File: src/rtl/spi_arb_pkg.sv
// Shared state encoding, word/counter widths and index helper for the SPI transaction arbiter.
package spi_arb_pkg;

   typedef enum logic [1:0] {
      IDLE  = 2'd0,
      ISSUE = 2'd1,
      XFER  = 2'd2,
      DONE  = 2'd3
   } arb_state_e;

   localparam int unsigned SPI_WORD_W = 12;
   localparam int unsigned TIMEOUT_W  = 16;

   // Width of a requester index; never zero so a 1-bit pointer still exists.
   function automatic int unsigned idx_w(input int unsigned n);
      return (n > 1) ? $clog2(n) : 1;
   endfunction

endpackage

File: src/rtl/spi_rr_picker.sv
// Combinational round-robin encoder: first asserted req at or after rr_ptr, wrapping.
module spi_rr_picker
   import spi_arb_pkg::*;
#(
   parameter int unsigned NUM_REQ = 4,
   parameter int unsigned IW      = idx_w(NUM_REQ)
)(
   input  logic [NUM_REQ-1:0] req,
   input  logic [IW-1:0]      rr_ptr,
   output logic               valid,
   output logic [IW-1:0]      index
);

   int unsigned pos;

   always_comb begin
      valid = 1'b0;
      index = '0;
      pos   = 0;
      for (int unsigned i = 0; i < NUM_REQ; i++) begin
         pos = (32'(rr_ptr) + i) % NUM_REQ;
         if (!valid && req[IW'(pos)]) begin
            valid = 1'b1;
            index = IW'(pos);
         end
      end
   end

endmodule

File: src/rtl/spi_txn_arbiter.sv
// Round-robin arbiter sharing one spi_master between NUM_REQ clients.
// Define SPI_ARB_TIMEOUT_EN to build the ISSUE-state timeout and sticky err flag.
module spi_txn_arbiter
   import spi_arb_pkg::*;
#(
   parameter int unsigned NUM_REQ = 4,
   parameter int unsigned DATA_W  = SPI_WORD_W,
   parameter int unsigned TIMEOUT = 4096
)(
   input  logic                      clk,
   input  logic                      rst,
   input  logic [NUM_REQ-1:0]        req,
   input  logic [NUM_REQ*DATA_W-1:0] req_data,
   output logic [NUM_REQ-1:0]        gnt,
   output logic [NUM_REQ-1:0]        ack,
   output logic                      busy,
   output logic                      newd,
   output logic [DATA_W-1:0]         din,
   input  logic                      cs,
   output logic                      err
);

   localparam int unsigned IW = idx_w(NUM_REQ);

   if (NUM_REQ < 2 || NUM_REQ > 8 || DATA_W != SPI_WORD_W ||
       TIMEOUT < 2 || TIMEOUT > (1 << TIMEOUT_W)) begin : g_cfg_check
      $error("spi_txn_arbiter: unsupported parameter set");
   end

   arb_state_e          state;
   logic                cs_m;
   logic                cs_s;
   logic [IW-1:0]       rr_ptr;
   logic [IW-1:0]       cur;
   logic [IW-1:0]       next_ptr;
   logic                pick_valid;
   logic [IW-1:0]       pick_idx;
   logic [NUM_REQ-1:0]  pick_oh;

   spi_rr_picker #(
      .NUM_REQ (NUM_REQ),
      .IW      (IW)
   ) u_picker (
      .req    (req),
      .rr_ptr (rr_ptr),
      .valid  (pick_valid),
      .index  (pick_idx)
   );

   always_comb begin
      pick_oh           = '0;
      pick_oh[pick_idx] = 1'b1;
      next_ptr          = (32'(cur) == NUM_REQ - 1) ? '0 : cur + 1'b1;
   end

   // cs comes from the sclk domain logic of spi_master; treat it as asynchronous.
   always_ff @(posedge clk) begin
      if (!rst) begin
         cs_m <= 1'b1;
         cs_s <= 1'b1;
      end else begin
         cs_m <= cs;
         cs_s <= cs_m;
      end
   end

`ifdef SPI_ARB_TIMEOUT_EN
   localparam logic [TIMEOUT_W-1:0] TO_LAST = TIMEOUT_W'(TIMEOUT - 1);
   logic [TIMEOUT_W-1:0] to_cnt;
`endif

   always_ff @(posedge clk) begin
      if (!rst) begin
         state  <= IDLE;
         gnt    <= '0;
         ack    <= '0;
         busy   <= 1'b0;
         newd   <= 1'b0;
         din    <= '0;
         rr_ptr <= '0;
         cur    <= '0;
`ifdef SPI_ARB_TIMEOUT_EN
         to_cnt <= '0;
         err    <= 1'b0;
`endif
      end else begin
         ack <= '0;
         case (state)
            IDLE: begin
               if (pick_valid) begin
                  gnt   <= pick_oh;
                  cur   <= pick_idx;
                  din   <= req_data[pick_idx*DATA_W +: DATA_W];
                  newd  <= 1'b1;
                  busy  <= 1'b1;
                  state <= ISSUE;
`ifdef SPI_ARB_TIMEOUT_EN
                  to_cnt <= '0;
`endif
               end
            end
            ISSUE: begin
               if (!cs_s) begin
                  newd  <= 1'b0;
                  state <= XFER;
               end
`ifdef SPI_ARB_TIMEOUT_EN
               else if (to_cnt == TO_LAST) begin
                  // Master never started the frame: release it and still ack the client.
                  newd  <= 1'b0;
                  err   <= 1'b1;
                  ack   <= gnt;
                  state <= DONE;
               end else begin
                  to_cnt <= to_cnt + 1'b1;
               end
`endif
            end
            XFER: begin
               if (cs_s) begin
                  ack   <= gnt;
                  state <= DONE;
               end
            end
            DONE: begin
               gnt    <= '0;
               busy   <= 1'b0;
               rr_ptr <= next_ptr;
               state  <= IDLE;
            end
            default: state <= IDLE;
         endcase
      end
   end

`ifndef SPI_ARB_TIMEOUT_EN
   assign err = 1'b0;
`endif

endmodule

File: config.mk
export PLATFORM = sky130hd
export DESIGN_NAME = spi_txn_arbiter
export DESIGN_NICKNAME = d
export VERILOG_FILES = /design/src/rtl/spi_arb_pkg.sv /design/src/rtl/spi_rr_picker.sv /design/src/rtl/spi_txn_arbiter.sv
export SDC_FILE = /design/constraint.sdc
export NUM_CORES = 1
export LEC_CHECK = 0
export CAP_MARGIN = 30
export CORE_UTILIZATION = 50
export DETAILED_ROUTE_END_ITERATION = 8
export DONT_BUFFER_PORTS = 1
export PLACE_DENSITY = 0.73
export SYNTH_ARGS = -nofsm -noshare
export SYNTH_HDL_FRONTEND = slang
export SYNTH_HIERARCHICAL = 1
export SYNTH_SLANG_ARGS = --single-unit
export TNS_END_PERCENT = 30
File: constraint.sdc
create_clock -name clk -period 1.7 [get_ports clk]
set_input_delay 0.255 -clock clk [delete_from_list [all_inputs] [get_ports clk]]
set_output_delay 0.255 -clock clk [all_outputs]
set_load 0.01 [all_outputs]
-- Yosys cells after proc, flatten, opt, wreduce, memory -nomap -nowiden
Index checks and enable logic that the tools add are counted.
- bits in latches: 0
- RAM bits: 0
- ROM bits: 0
- word-level logic and storage cells: 73
- memories: 0
- flip-flop bits (word level): 30
- reductions and logical operators: 15
- div/mod/pow operators: 0
- $lt $le $gt $ge: 6
- multiplexer cells: 29
- bitwise logic cells: 0
- shifts and indexed selects: 1
- $add $sub $neg: 4
- equality and inequality tests: 7
- $mul: 1
- operators with widths (cell ; count):
    $shiftx A48 B7 Y12 ; 1
    $mux W2 ; 8
    $lt A2 B3 Y1 const B ; 5
    $mux W1 ; 11
    $reduce_and A3 Y1 ; 3
    $bmux W1 S2 ; 4
    $pmux W2 S4 ; 1
    $pmux W4 S2 ; 1
    $eq A2 B2 Y1 const B ; 3
    $ne A2 B2 Y1 const B ; 3
    $add A2 B1 Y2 const B ; 2
    $add A2 B2 Y2 const B ; 2
    $logic_and A1 B1 Y1 ; 4
    $mul A2 B2 Y4 const B ; 1
    $mux W4 ; 1
    $pmux W1 S2 ; 2
    $reduce_and A2 Y1 ; 2
    $reduce_bool A2 Y1 ; 2
    $logic_not A1 Y1 ; 3
    $demux W1 S2 ; 1
    $eq A2 B1 Y1 const B ; 1
    $ge A2 B1 Y1 const B ; 1
    $logic_not A2 Y1 ; 1

-- Logic depth before layout (Yosys ltp)
- depth in word-level cells: 18
- gate-level depth with buffers: 7

-- Hierarchy
The synthesis kept the hierarchy.
- modules (own cells, without submodules) (module ; seq. area each (um^2) ; cells each ; times used ; area each (um^2)):
    spi_txn_arbiter ; 600.6 ; 148 ; 1 ; 1529.0
    spi_rr_picker ; 0.0 ; 15 ; 1 ; 77.6

-- Least setup slack after synthesis
No wires, ideal clock.
- kind: register to register
- start: reg rr_ptr[0]
- end: reg din[0]
- slack: 83 ps
- arrival: 1484 ps
- library setup time: 133 ps
- cell stages (with the launch flop): 7
- data required time: 1567 ps
- buffers on the path: 1
- cells stage by stage: dfxtp_1 inv_2 a221o_1 a21oi_1 nand3b_1 buf_2 o221ai_1
- cells in the longest elaborated chain, start to end: 14
- elaborated cells on any way between the ends: 28
- those cells by class: add/sub (3); mul (1); shift (1); mux (16); reduce/logical (7)
- RTL lines (item ; RTL line ; text):
    start, declared ; spi_txn_arbiter.sv:33 ; logic [IW-1:0] rr_ptr;
    start signal, assigned ; spi_txn_arbiter.sv:128 ; rr_ptr <= next_ptr;
    parallel branches: the longest is 11 deep, another holds $add A2 B1 Y2 ; -- ;
    $mux W2 (*) ; spi_rr_picker.sv:22 ; if (!valid && req[IW'(pos)]) begin
    named net pick_idx[0] ; spi_txn_arbiter.sv:37 ; logic [IW-1:0] pick_idx;
    $mul A2 B2 Y4 (*) ; spi_txn_arbiter.sv:93 ; din <= req_data[pick_idx*DATA_W +: DATA_W];
    $shiftx A48 B7 Y12 (*) ; spi_txn_arbiter.sv:93 ;
    end signal, assigned ; spi_txn_arbiter.sv:93 ;
    end, declared ; spi_txn_arbiter.sv:18 ; output logic [DATA_W-1:0] din,
Mark *: on every way through the listed nets, which the timed path passes. The select of a mux whose other input is x is not followed.
A chain may end at the register's enable or synchronous reset.

-- Final worst setup path
- start: reg state[1]
- end: reg gnt[3]
- cells in the longest elaborated chain, start to end: 3
- elaborated cells on any way between the ends: 6
- those cells by class: eq/ne (2); mux (1); reduce/logical (3)
- RTL lines (item ; RTL line ; text):
    start, declared ; spi_txn_arbiter.sv:30 ; arb_state_e state;
    start signal, assigned ; spi_txn_arbiter.sv:74 ; state <= IDLE;
    start signal, assigned ; spi_txn_arbiter.sv:96 ; state <= ISSUE;
    start signal, assigned ; spi_txn_arbiter.sv:105 ; state <= XFER;
    $eq A2 B2 Y1 / $logic_not A2 Y1 (equally long branches) ; spi_txn_arbiter.sv:88 ; case (state)
    $reduce_bool A2 Y1 (no source line) / $ne A2 B2 Y1 (equally long branches) ; -- ;
    $reduce_and A2 Y1 (no source line) ; -- ;
    end signal, assigned ; spi_txn_arbiter.sv:91 ; gnt <= pick_oh;
    end, declared ; spi_txn_arbiter.sv:14 ; output logic [NUM_REQ-1:0] gnt,
Several ways; a longest one is shown, not always the timed one.

==> out/results.ini <==
[run_status]
status=finished clean

[layout]
nets=227
design_area_um2=1780
antenna_cells=0
final_cell_mix=mux2i_1, dfxtp_1, nand3_1, o221ai_1, nand2_1
syn2layout_area_growth_pct=10.5
drive_above_1_share_pct=13.9
final_common_cell=mux2i_1

[synthesis]
synth_xor_area_share_pct=0
syn-cell-area_um2=1610
ys_dominant_reg_cell=dfxtp_1
syn_nets=225
synth_adder_area_share_pct=5.45
yosys.area_share.simple_pct=16.0
synth.avg_cell_area_um2=9.86
ys_types=35
ys_seq_area_share_pct=37.4
synth_seq_cells=30
synth_edf_count=0
synth_top_family_by_area=multiplexers
synthMuxAreaShare_pct=19.6
synth_warnings=6
synth_compound_area_share_pct=14.6
netlist_instances=163
async_flop_share_pct=0

[sta]
layout_min_cycle_time_ns=1.62
fin_setup_tns_ns=0
slew_violations=0
finalCritPeriodShare_pct=95.0
rsz0062_at_grt=false
fmax_mhz=619
worst_slew_pin_slew_ns=0.503
relSlewSlack_pct=66.4
final.setup_skew_ns=0.0200
hold_viol_final=0
finalSetupViolCount=0

[route]
drcViolationCount=0
vias=1239
vias_per_cell=5.90
first_iter_violations=23
postRouteAntennaNets=0
wl_um=3490
wl_per_cell_um=16.6
dr.pass1.iters=4

[die]
die_w_um=58.7
core_um2=3050
initial_core_util_pct=52.6
io_pins=78
rows=20
die_h_um=58.7
die_area_um2=3440

[critical_path]
cp.buffers_inverters=1
path_class=register to register
crit_chain=inv_1 > ha_1 > mux2_4 > and4b_1 > o21a_1
worstPathMaxFanout=7
critPathLaunchType=register
cp-end-kind=register
slowest_delay_ns=0.42
cp_top_family=flip-flops
crit_arrival_ns=1.85
critPathRequiredTime_ns=1.93
worst_path_max_delay_cell=dfxtp_1

[clock_tree]
root_buffer=clkbuf_4
cts.sinks=30
cts_htree_levels=2
cts_buffers=5
cts_tree=done
path_clk_slew_ns=0.09
clock_latency_ns=0.34
clockBufferDepth=2

[worst_hold_path]
min_path_type=primary input to register

[global_route]
grt_pass1_vias=1199
antenna_found_initial=0
grt_max_degree=30
grt_first_pass_wirelength_um=5160
grt_use_total_pct=20.6
grt_remaining_overflow=0

[pwr]
power.density_nw_per_um2=1380
ir_drop_mv=0.591
cellLeakagePower_uw=0.000697
p_total_uw=2460

[place]
dpl_cell_area_um2=1640
place.gp.congestion=0.752
portBuffers=0
hpwl_um=2400

[job]
drv_cap=0

## through the flow
stage	hold WS [ns]	std cells	setup slack [ns]	utilization (%)
after floorplan	0.356	163	0.0826	-
after global placement	0.332	199	0.0745	53.8
after detailed placement	0.337	199	0.0253	53.8
after CTS	0.0132	208	0.0264	56.5
after global routing	0.00181	210	0.00866	58.2
final	0.0316	210	0.0849	58.2
## area by class of cell
type                            count  area, µm²
Fill cell                         278       1280
Multi-Input combinational cell    114        937
Sequential cell                    30        603
Timing Repair Buffer                6       90.1
Clock buffer                        7       55.1
Tap cell                           44       55.1
Inverter                            8       30.0
Clock inverter                      1       5.00
## synthesized netlist by cell type, drive strengths merged (3+ instances only)
master / count / area (µm²)
nand2: 8 / 30.0
and2: 5 / 33.8
dfxtp: 30 / 601
nor2b: 7 / 43.8
nor2: 3 / 11.3
nand3: 14 / 75.1
o221ai: 13 / 114
buf: 9 / 70.1
inv: 8 / 30.0
ha: 7 / 87.6
a21oi: 4 / 20.0
mux2i: 30 / 300
nand2b: 3 / 18.8
a21boi: 3 / 22.5
## kinds of logic after synthesis
kind of cell | count (synthesis)
AND/OR/NAND/NOR | 46
multiplexers | 31
flip-flops | 30
AO/OA/AOI/OAI | 29
buffers and inverters | 19
adder cells (fa/ha/maj) | 7
other | 1
## power breakdown
group	internal (µW)	switching, µW	leakage (µW)	total [µW]
registers	886	205	0.000247	1090
logic	439	485	0.000415	925
clock network	200	243	0.0000353	443
## state kept, by name, summed over array words and instances, names as in the netlist
name and count:
ack 4, busy 1, cs_m 1, cs_s 1, cur 2, din 12, gnt 4, newd 1
rr_ptr 2, state 2
## routing by layer
layer | wire length (µm) | track usage (%) | up-vias
met2 | 1840 | 35.3 | 49
met1 | 1380 | 22.1 | 588
met5 | 0 | 0 | -
li1 | - | - | 597
met4 | 50 | 10.5 | 0
met3 | 210 | 7.69 | 5
## worst paths after layout
| path | to | slack, ns | from | depth (start not counted) |
|---|---|---|---|---|
| worst max-delay path | gnt[3]$_SDFFE_PN0P_ | 0.08 | state[1]$_SDFFE_PN0P_ | 5 |
| worst min-delay path | cs_m$_SDFF_PN1_ | 0.03 | cs | 1 |
| worst max register to register | gnt[3]$_SDFFE_PN0P_ | 0.08 | state[1]$_SDFFE_PN0P_ | 5 |
| worst min register to register | cs_s$_SDFF_PN1_ | 0.41 | cs_m$_SDFF_PN1_ | 1 |
## repair_timing
| item | in CTS | in global routing |
|---|---|---|
| cloned | 0 | 1 |
| resized for setup | 2 | 6 |
| pin swaps | 1 | 2 |
| hold endpoints to repair | 2 | 0 |
| setup buffers | 0 | 1 |
| setup endpoints to repair | 3 | 16 |
| hold buffers | 1 | 0 |
Power figures use the tool's default switching activity.
